### src/rtl/pgr_fft_pkg.sv
// Shared definitions for the burst radix-2 constant-geometry FFT datapath:
// read-sequencer state encoding and the per-level twiddle index.
package pgr_fft_pkg;

  typedef enum logic [1:0] {
    S_IDLE,
    S_ISSUE,
    S_WAIT_WB,
    S_DONE
  } fft_rd_state_t;

  // Twiddle ROM index for butterfly k at level l: k with its low
  // (log2n-1-l) bits cleared. Level 0 always yields 0, the last level yields k.
  function automatic logic [15:0] tw_idx(input logic [15:0] k,
                                         input int unsigned l,
                                         input int unsigned log2n);
    int unsigned sh;
    sh = log2n - 1 - l;
    return (k >> sh) << sh;
  endfunction

endpackage

### src/rtl/pgr_fft_rd_addr_gen_if.sv
// Control/address bundle between the read-address sequencer and the
// output switch / butterfly twiddle ROM.
interface pgr_fft_rd_addr_gen_if #(
  parameter int LOG2N      = 10,
  parameter int ADDR_WIDTH = 18,
  parameter int LVL_WIDTH  = 4
);

  logic                  i_start;
  logic                  i_hold;
  logic                  i_wb_level_done;
  logic [ADDR_WIDTH-1:0] o_rd_addr;
  logic                  o_rd_valid;
  logic                  o_first_level;
  logic [LVL_WIDTH-1:0]  o_level;
  logic [LOG2N-2:0]      o_tw_addr;
  logic                  o_busy;
  logic                  o_done;

  // Sequencer side
  modport master (
    input  i_start, i_hold, i_wb_level_done,
    output o_rd_addr, o_rd_valid, o_first_level, o_level, o_tw_addr,
           o_busy, o_done
  );

  // Controller / consumer side
  modport slave (
    output i_start, i_hold, i_wb_level_done,
    input  o_rd_addr, o_rd_valid, o_first_level, o_level, o_tw_addr,
           o_busy, o_done
  );

endinterface

### src/rtl/pgr_fft_rd_addr_gen.sv
// Read-address sequencer: walks LOG2N levels, issuing N/2 bank-pair reads
// per level, and waits for write-back completion between levels.
module pgr_fft_rd_addr_gen
  import pgr_fft_pkg::*;
#(
  parameter int LOG2N      = 10,
  parameter int ADDR_WIDTH = 18,
  parameter int LVL_WIDTH  = 4
) (
  input  logic                  clk,
  input  logic                  rst_n,
  pgr_fft_rd_addr_gen_if.master rd
);

  localparam int KW = LOG2N - 1;
  localparam logic [LVL_WIDTH-1:0] L_LAST = LVL_WIDTH'(LOG2N - 1);

  fft_rd_state_t        state;
  logic [KW-1:0]        k;
  logic [LVL_WIDTH-1:0] l;
  logic [KW-1:0]        tw_k;

  // Twiddle index for the butterfly about to be issued
  always_comb begin
    tw_k = KW'(tw_idx(16'(k), 32'(l), LOG2N));
  end

  // Sequencer FSM with k/l counters and registered outputs
  always_ff @(posedge clk or negedge rst_n) begin
    if (!rst_n) begin
      state            <= S_IDLE;
      k                <= '0;
      l                <= '0;
      rd.o_rd_addr     <= '0;
      rd.o_rd_valid    <= 1'b0;
      rd.o_first_level <= 1'b0;
      rd.o_level       <= '0;
      rd.o_tw_addr     <= '0;
      rd.o_busy        <= 1'b0;
      rd.o_done        <= 1'b0;
    end else begin
      case (state)
        S_IDLE: begin
          rd.o_rd_valid    <= 1'b0;
          rd.o_first_level <= 1'b0;
          rd.o_done        <= 1'b0;
          rd.o_busy        <= 1'b0;
          // FSM is already idle in the done-pulse cycle while o_busy is
          // still high; a start seen then is still treated as busy.
          if (rd.i_start && !rd.o_busy) begin
            k     <= '0;
            l     <= '0;
            state <= S_ISSUE;
          end
        end

        S_ISSUE: begin
          rd.o_busy        <= 1'b1;
          rd.o_first_level <= (l == '0);
          rd.o_level       <= l;
          if (rd.i_hold) begin
            rd.o_rd_valid <= 1'b0;
          end else begin
            rd.o_rd_valid <= 1'b1;
            rd.o_rd_addr  <= ADDR_WIDTH'(k);
            rd.o_tw_addr  <= tw_k;
            if (k == '1) begin
              k     <= '0;
              state <= S_WAIT_WB;
            end else begin
              k <= k + 1'b1;
            end
          end
        end

        S_WAIT_WB: begin
          rd.o_rd_valid    <= 1'b0;
          rd.o_first_level <= 1'b0;
          rd.o_busy        <= 1'b1;
          if (rd.i_wb_level_done) begin
            if (l < L_LAST) begin
              l     <= l + 1'b1;
              state <= S_ISSUE;
            end else begin
              state <= S_DONE;
            end
          end
        end

        S_DONE: begin
          rd.o_rd_valid    <= 1'b0;
          rd.o_first_level <= 1'b0;
          rd.o_busy        <= 1'b1;
          rd.o_done        <= 1'b1;
          state            <= S_IDLE;
        end

        default: state <= S_IDLE;
      endcase
    end
  end

endmodule

### src/flat_wrapper.sv
// flat-port wrapper written by rule: the top's interface ports become plain ports
module pgr_fft_rd_addr_gen_flat import pgr_fft_pkg::*;
#(
  parameter int LOG2N      = 10,
  parameter int ADDR_WIDTH = 18,
  parameter int LVL_WIDTH  = 4
)
  (clk, rst_n, rd_i_start, rd_i_hold, rd_i_wb_level_done, rd_o_rd_addr, rd_o_rd_valid, rd_o_first_level, rd_o_level, rd_o_tw_addr, rd_o_busy, rd_o_done);
  pgr_fft_rd_addr_gen_if #(.LOG2N(LOG2N), .ADDR_WIDTH(ADDR_WIDTH), .LVL_WIDTH(LVL_WIDTH)) rd_i ();
  input  logic clk;
  input  logic rst_n;
  input wire logic [$bits(rd_i.i_start)-1:0] rd_i_start;
  input wire logic [$bits(rd_i.i_hold)-1:0] rd_i_hold;
  input wire logic [$bits(rd_i.i_wb_level_done)-1:0] rd_i_wb_level_done;
  output wire logic [$bits(rd_i.o_rd_addr)-1:0] rd_o_rd_addr;
  output wire logic [$bits(rd_i.o_rd_valid)-1:0] rd_o_rd_valid;
  output wire logic [$bits(rd_i.o_first_level)-1:0] rd_o_first_level;
  output wire logic [$bits(rd_i.o_level)-1:0] rd_o_level;
  output wire logic [$bits(rd_i.o_tw_addr)-1:0] rd_o_tw_addr;
  output wire logic [$bits(rd_i.o_busy)-1:0] rd_o_busy;
  output wire logic [$bits(rd_i.o_done)-1:0] rd_o_done;
  assign rd_i.i_start = rd_i_start;
  assign rd_i.i_hold = rd_i_hold;
  assign rd_i.i_wb_level_done = rd_i_wb_level_done;
  assign rd_o_rd_addr = rd_i.o_rd_addr;
  assign rd_o_rd_valid = rd_i.o_rd_valid;
  assign rd_o_first_level = rd_i.o_first_level;
  assign rd_o_level = rd_i.o_level;
  assign rd_o_tw_addr = rd_i.o_tw_addr;
  assign rd_o_busy = rd_i.o_busy;
  assign rd_o_done = rd_i.o_done;
  pgr_fft_rd_addr_gen #(.LOG2N(LOG2N), .ADDR_WIDTH(ADDR_WIDTH), .LVL_WIDTH(LVL_WIDTH)) u_core (.clk(clk), .rst_n(rst_n), .rd(rd_i));
endmodule
### config.mk
export PLATFORM = sky130hd
export DESIGN_NAME = pgr_fft_rd_addr_gen_flat
export DESIGN_NICKNAME = d
export VERILOG_FILES = /design/src/rtl/pgr_fft_pkg.sv /design/src/rtl/pgr_fft_rd_addr_gen_if.sv /design/src/rtl/pgr_fft_rd_addr_gen.sv /design/src/flat_wrapper.sv
export SDC_FILE = /design/constraint.sdc
export NUM_CORES = 1
export LEC_CHECK = 0
export CAP_MARGIN = 20
export CORE_UTILIZATION = 54
export CTS_CLUSTER_SIZE = 8
export DETAILED_ROUTE_END_ITERATION = 8
export GPL_ROUTABILITY_DRIVEN = 1
export PLACE_DENSITY_LB_ADDON = 0.15
export SETUP_SLACK_MARGIN = 0.3
export SYNTH_ARGS = -nofsm -noshare
export SYNTH_HDL_FRONTEND = slang
export SYNTH_SLANG_ARGS = --single-unit
### constraint.sdc
create_clock -name clk -period 2.5 [get_ports clk]
set_input_delay 0.25 -clock clk [delete_from_list [all_inputs] [get_ports clk]]
set_output_delay 0.25 -clock clk [all_outputs]
set_load 0.01 [all_outputs]
After elaboration in Yosys (flattened, before gate mapping)
Index checks and enable logic that the tools add are counted.
Widths: inputs -> output; s select.
Storage, ports and cells
  register bits after elaboration: 41
  bits of input ports: 5
  word-level logic and storage cells: 58
Cells by class
  add/sub/neg operators: 3
  magnitude comparators: 1
  equal/unequal tests: 9
  shift operators: 2
  mux-type cells: 19
  bitwise logic cells: 1
  reductions and logical operators: 13
Operators by type and width (count)
  $shl 16x32->9: 1
  $shr 9x32->16: 1
  $mux 9: 3
  $pmux 9 s2: 1
  $mux 4: 3
  $mux 2: 5
  $add 9x1->9 const B: 1
  $eq 9x9->1 const B: 1
  $pmux 1 s2: 4
  $pmux 2 s4: 1
  $pmux 4 s2: 1
  $reduce_and 4->1: 2
  $ne 2x1->1 const B: 3
  $reduce_bool 2->1: 3
  $reduce_or 3->1: 2
  $sub 4x4->5 const A: 1
  $add 4x1->4 const B: 1
  $eq 2x2->1 const B: 2
  $logic_not 4->1: 1
  $lt 4x4->1 const B: 1
  $ne 2x2->1 const B: 2
  $reduce_and 3->1: 1
  $eq 2x1->1 const B: 1
  $logic_not 2->1: 1
  5 further kinds: 5

Logic depth before layout (Yosys ltp)
  depth in word-level cells: 4
  mapped depth: 10
  mapped depth without buffers: 10

Least setup slack after synthesis
OpenSTA, ideal clock, no wires.
  path kind: register to register
  start: reg u_core.l[1]
  end: reg u_core.rd.o_tw_addr[4]
  arrival time: 1973 ps
  data required time: 2374 ps
  slack: 401 ps
  cell stages (with the launch flop): 11
  period minus slack after synthesis: 2099 ps
  cells stage by stage: dfrtp_1 buf_4 inv_1 ha_1 buf_2 inv_1 o221ai_1 nand3_1 o311ai_2 and3_1 a221o_1
Between the ends
  word-level cells in the longest chain between the ends: 3
RTL lines
  start, declared: line pgr_fft_rd_addr_gen.sv:20  | logic [LVL_WIDTH-1:0] l;
  start signal, assigned: line pgr_fft_rd_addr_gen.sv:82  | l <= l + 1'b1;
  $sub 4x4->5 *: line pgr_fft_pkg.sv:18  | sh = log2n - 1 - l;
  $shr 9x32->16: line pgr_fft_pkg.sv:19  | return (k >> sh) << sh;
  $shl 16x32->9 *: line pgr_fft_pkg.sv:19
  end signal, assigned: line pgr_fft_rd_addr_gen.sv:66  | rd.o_tw_addr <= tw_k;
  end, declared: line pgr_fft_rd_addr_gen_if.sv:23  | output o_rd_addr, o_rd_valid, o_first_level, o_level, o_tw_addr,
Every way passes the cells marked *; elsewhere a longest branch is shown, timed or not.
A chain may end at the register's enable or synchronous reset.

Worst setup path after layout
  start: reg u_core.k[0]
  end: reg u_core.state[1]
Between the ends
  word-level cells in the longest chain between the ends: 3
RTL lines
  start, declared: line pgr_fft_rd_addr_gen.sv:19  | logic [KW-1:0] k;
  start signal, assigned: line pgr_fft_rd_addr_gen.sv:71  | k <= k + 1'b1;
  $eq 9x9->1: line pgr_fft_rd_addr_gen.sv:67  | if (k == '1) begin
  $ne 2x1->1 (no source line)
  $reduce_and 4->1 (no source line)
  end signal, assigned: line pgr_fft_rd_addr_gen.sv:69  | state <= S_WAIT_WB;
  end signal, assigned: line pgr_fft_rd_addr_gen.sv:83  | state <= S_ISSUE;
  end signal, assigned: line pgr_fft_rd_addr_gen.sv:85  | state <= S_DONE;
  end, declared: line pgr_fft_rd_addr_gen.sv:18  | fft_rd_state_t state;
No other way between the ends.

==> results.ini <==
[outcome]
status=finished clean

[setup_path]
r2r-start=u_core.k[0]
crit_type=flip-flop to flip-flop
crit_path_max_fanout=5
path_delay_family=simple AND/OR/NAND/NOR gates
cp_slowest_cell=dfrtp_1
rr_worst_depth=10
cp_data_required_time_ns=2.71
slowest_delay_ns=0.45
r2r_slack_ns=0.43
worstPathArrival_ns=2.28
cp-start-kind=flip-flop
startpoint=u_core.k[0]
cp_num_buf_inv=1
r2r-end=u_core.state[1]
crit_chain=ha_4 -> and3_4 -> and3_4 -> and3_1 -> ha_1 -> inv_1 -> o21ai_0 -> and3_1 -> a21oi_1 -> a31oi_1
crit_path_end_kind=flip-flop

[cts]
cts.path.max_buffers=2
cts_tree=done
cts_root_buf=clkbuf_8
cts.clk_slew.worst_paths_ns=0.08
cts.sinks=41
clk-insertion-delay-late_ns=0.30
cts_buffers=5
h-tree-depth=2

[route]
drc=0
drt_first_pass_iters=4
drt-initial-drc-count=296
antenna_left=0
wl_per_cell_um=15.43
vias=2021
routed_wl_um=5291
viasPerCell=5.892

[cells_and_area]
regArea_mm2=0.001030
nets=308
area_growth_pct=21.47
final_cell_area_mm2=0.003023
multiInputGateArea_mm2=0.001340
fillers=340
num_antenna_cells=0
drive_gt1_frac=0.2268

[yosys]
syn_inst=252
yosysSeqAreaShare=0.4123
synth_most_common_cell=dfrtp_1
syn_area_mm2=0.002489
synth-compound-area-share=0.2036
avgSynthCellArea_um2=9.876
muxShareOfSynthArea=0.1061
synth_top_cell_area_share=0.4123
yosys.area_share.simple=0.1327
synth.area.top_cells=dfrtp_1, mux2_2, ha_1
yosysTopAreaCell=dfrtp_1
synth_xor_area_frac=0
synth_top_family_by_area=compound AO/OA/AOI/OAI gates
synth_edf_count=0
synth_cell_types=53
synth_fa_ha_area_frac=0.06536
synthTopCellsByCount=dfrtp_1, nand2_1, o21ai_0
ys_seq_elements=41
ys.flop_type=dfrtp_1
synth_async_sr_flop_share=1.000
ys_warn_count=0

[placed_design]
placed_cell_area_mm2=0.002826
place_congestion=0.9349
dp_slack_ns=0.3026
dpl.hpwl_um=3685
portBuffers=30

[timing]
period_share=0.8267
postLayoutSetupSlackWorst_ns=0.4333
rsz0062_at_grt=false
setup_violations=0
slew_violations=0
min_period_ns=2.067
finalClockSkew_ns=0.006384
slew_headroom=0.4070
clock.fmax_ghz=0.4839
tns_ns=0
hold_viol=0
tightest_slew_ns=0.8895
whs_ns=0.06939

[pwr]
power_uw=2845
peakVddDrop_mv=0.5612
seq_power_share=0.324
netSwitchingPower_uw=1098
p_comb_frac=0.477
p_int_uw=1747
p_sw_frac=0.3859
power_density_mw_per_mm2=941.1
p_leak_uw=0.001333
power_frac_clock=0.199

[floorplan]
start_util=0.5676
ios=40
fp.dieArea_mm2=0.004884
core_mm2=0.004384
die_y_um=69.89
rows=24
die_w_um=69.89

[global_route]
grt_max_degree=42
grt_usage=0.2307
antenna_found_initial=0
grt_pass1_vias=1892
grt_pass1_wl_um=8963
overflow=0

[flow_run]
maxCapViolCount=0

[worst_hold_path]
hp-class=primary input to async pin

-- cells by family after synthesis --
logic type | Yosys count
adders and majority gates | 13
other | 1
AOI/OAI and AO/OA | 69
buffers and inverters | 36
DFF | 41
and+or+nand+nor | 68
muxes | 24
-- timing repair --
| action | in CTS | in global routing |
|---|---|---|
| gates resized for setup | 1 | 14 |
| endpoints found under the setup margin | 7 | 16 |
| hold buffers | 0 | 0 |
| pin swaps | 0 | 2 |
| buffers inserted | 0 | 4 |
-- registers in the layout, summed over array words and instances, names as in the netlist --
register and flops:
u_core.rd.o_level 4, u_core.k 9, u_core.rd.o_rd_valid 1, u_core.rd.o_first_level 1, u_core.l 4, u_core.rd.o_tw_addr 9
u_core.rd.o_rd_addr 9, u_core.rd.o_done 1, u_core.rd.o_busy 1, u_core.state 2
-- per-stage QoR --
| step | instances | utilization |
|---|---|---|
| 6_report | 343 | 0.6895 |
| 5_1_grt | 343 | 0.6895 |
| 4_1_cts | 339 | 0.6727 |
| 3_5_place_dp | 331 | 0.6447 |
| 3_3_place_gp | 331 | 0.6447 |
| 2_1_floorplan | 260 | - |
-- placed cells by master, fill, tap and decap left out, types with 2 or more instances in the layout --
cell / Yosys / layout
o221ai_1: 4 / 4
ha_1: 13 / 11
nor2_1: 13 / 10
and3_1: 10 / 8
inv_1: 11 / 10
o21ai_0: 24 / 24
nand3_1: 7 / 7
o22ai_2: 2 / 2
dfrtp_2: 0 / 3
o31ai_1: 3 / 3
o21ai_1: 3 / 3
nand2_1: 25 / 24
mux2i_1: 8 / 8
clkdlybuf4s50_1: 0 / 29
nor3_1: 3 / 3
nand2b_1: 5 / 4
nor2_2: 0 / 2
a221o_1: 2 / 2
and3_4: 0 / 2
a31oi_1: 3 / 3
inv_2: 1 / 2
o22ai_1: 2 / 2
buf_4: 10 / 17
nor2b_1: 2 / 2
conb_1: 1 / 9
mux2_2: 15 / 15
a21oi_1: 4 / 4
a22o_1: 3 / 3
clkbuf_8: 0 / 6
dfrtp_1: 41 / 38
-- routing by layer --
layer / up-vias / wire [um] / global-route usage
li1: 972 / - / -
met1: 963 / 2453 / 0.3252
met2: 73 / 2412 / 0.3472
met3: 13 / 332 / 0.05195
met4: 0 / 92 / 0.08667
met5: - / 0 / 0
-- power by group through the flow --
stage          sequential [uW]  combinational [uW]  clock [uW]
6_report                   922                1360         565
5_1_grt                    941                1500         607
4_1_cts                    913                1290         577
3_5_place_dp               929                1280           0
3_3_place_gp               919                1270           0
2_1_floorplan              926                 847           0
-- how the worst max path moves through the flow --
stage	endpoint	slack (ns)	cells past startpoint
2_1_floorplan	u_core.rd.o_tw_addr[4]	0.40	10
3_3_place_gp	u_core.k[7]	0.32	10
3_5_place_dp	u_core.k[5]	0.30	10
4_1_cts	u_core.rd.o_tw_addr[4]	0.31	5
5_1_grt	u_core.state[1]	0.31	10
6_report	u_core.state[1]	0.43	10
-- area by class of cell --
type,count,share of cell area
clock buffer,6,0.02732
clock inverter,2,0.01242
inverter,12,0.01490
multi-input combinational,183,0.4433
sequential,41,0.3406
tap,52,0.02152
timing repair buffer,47,0.1399
Power figures use the tool's default switching activity.
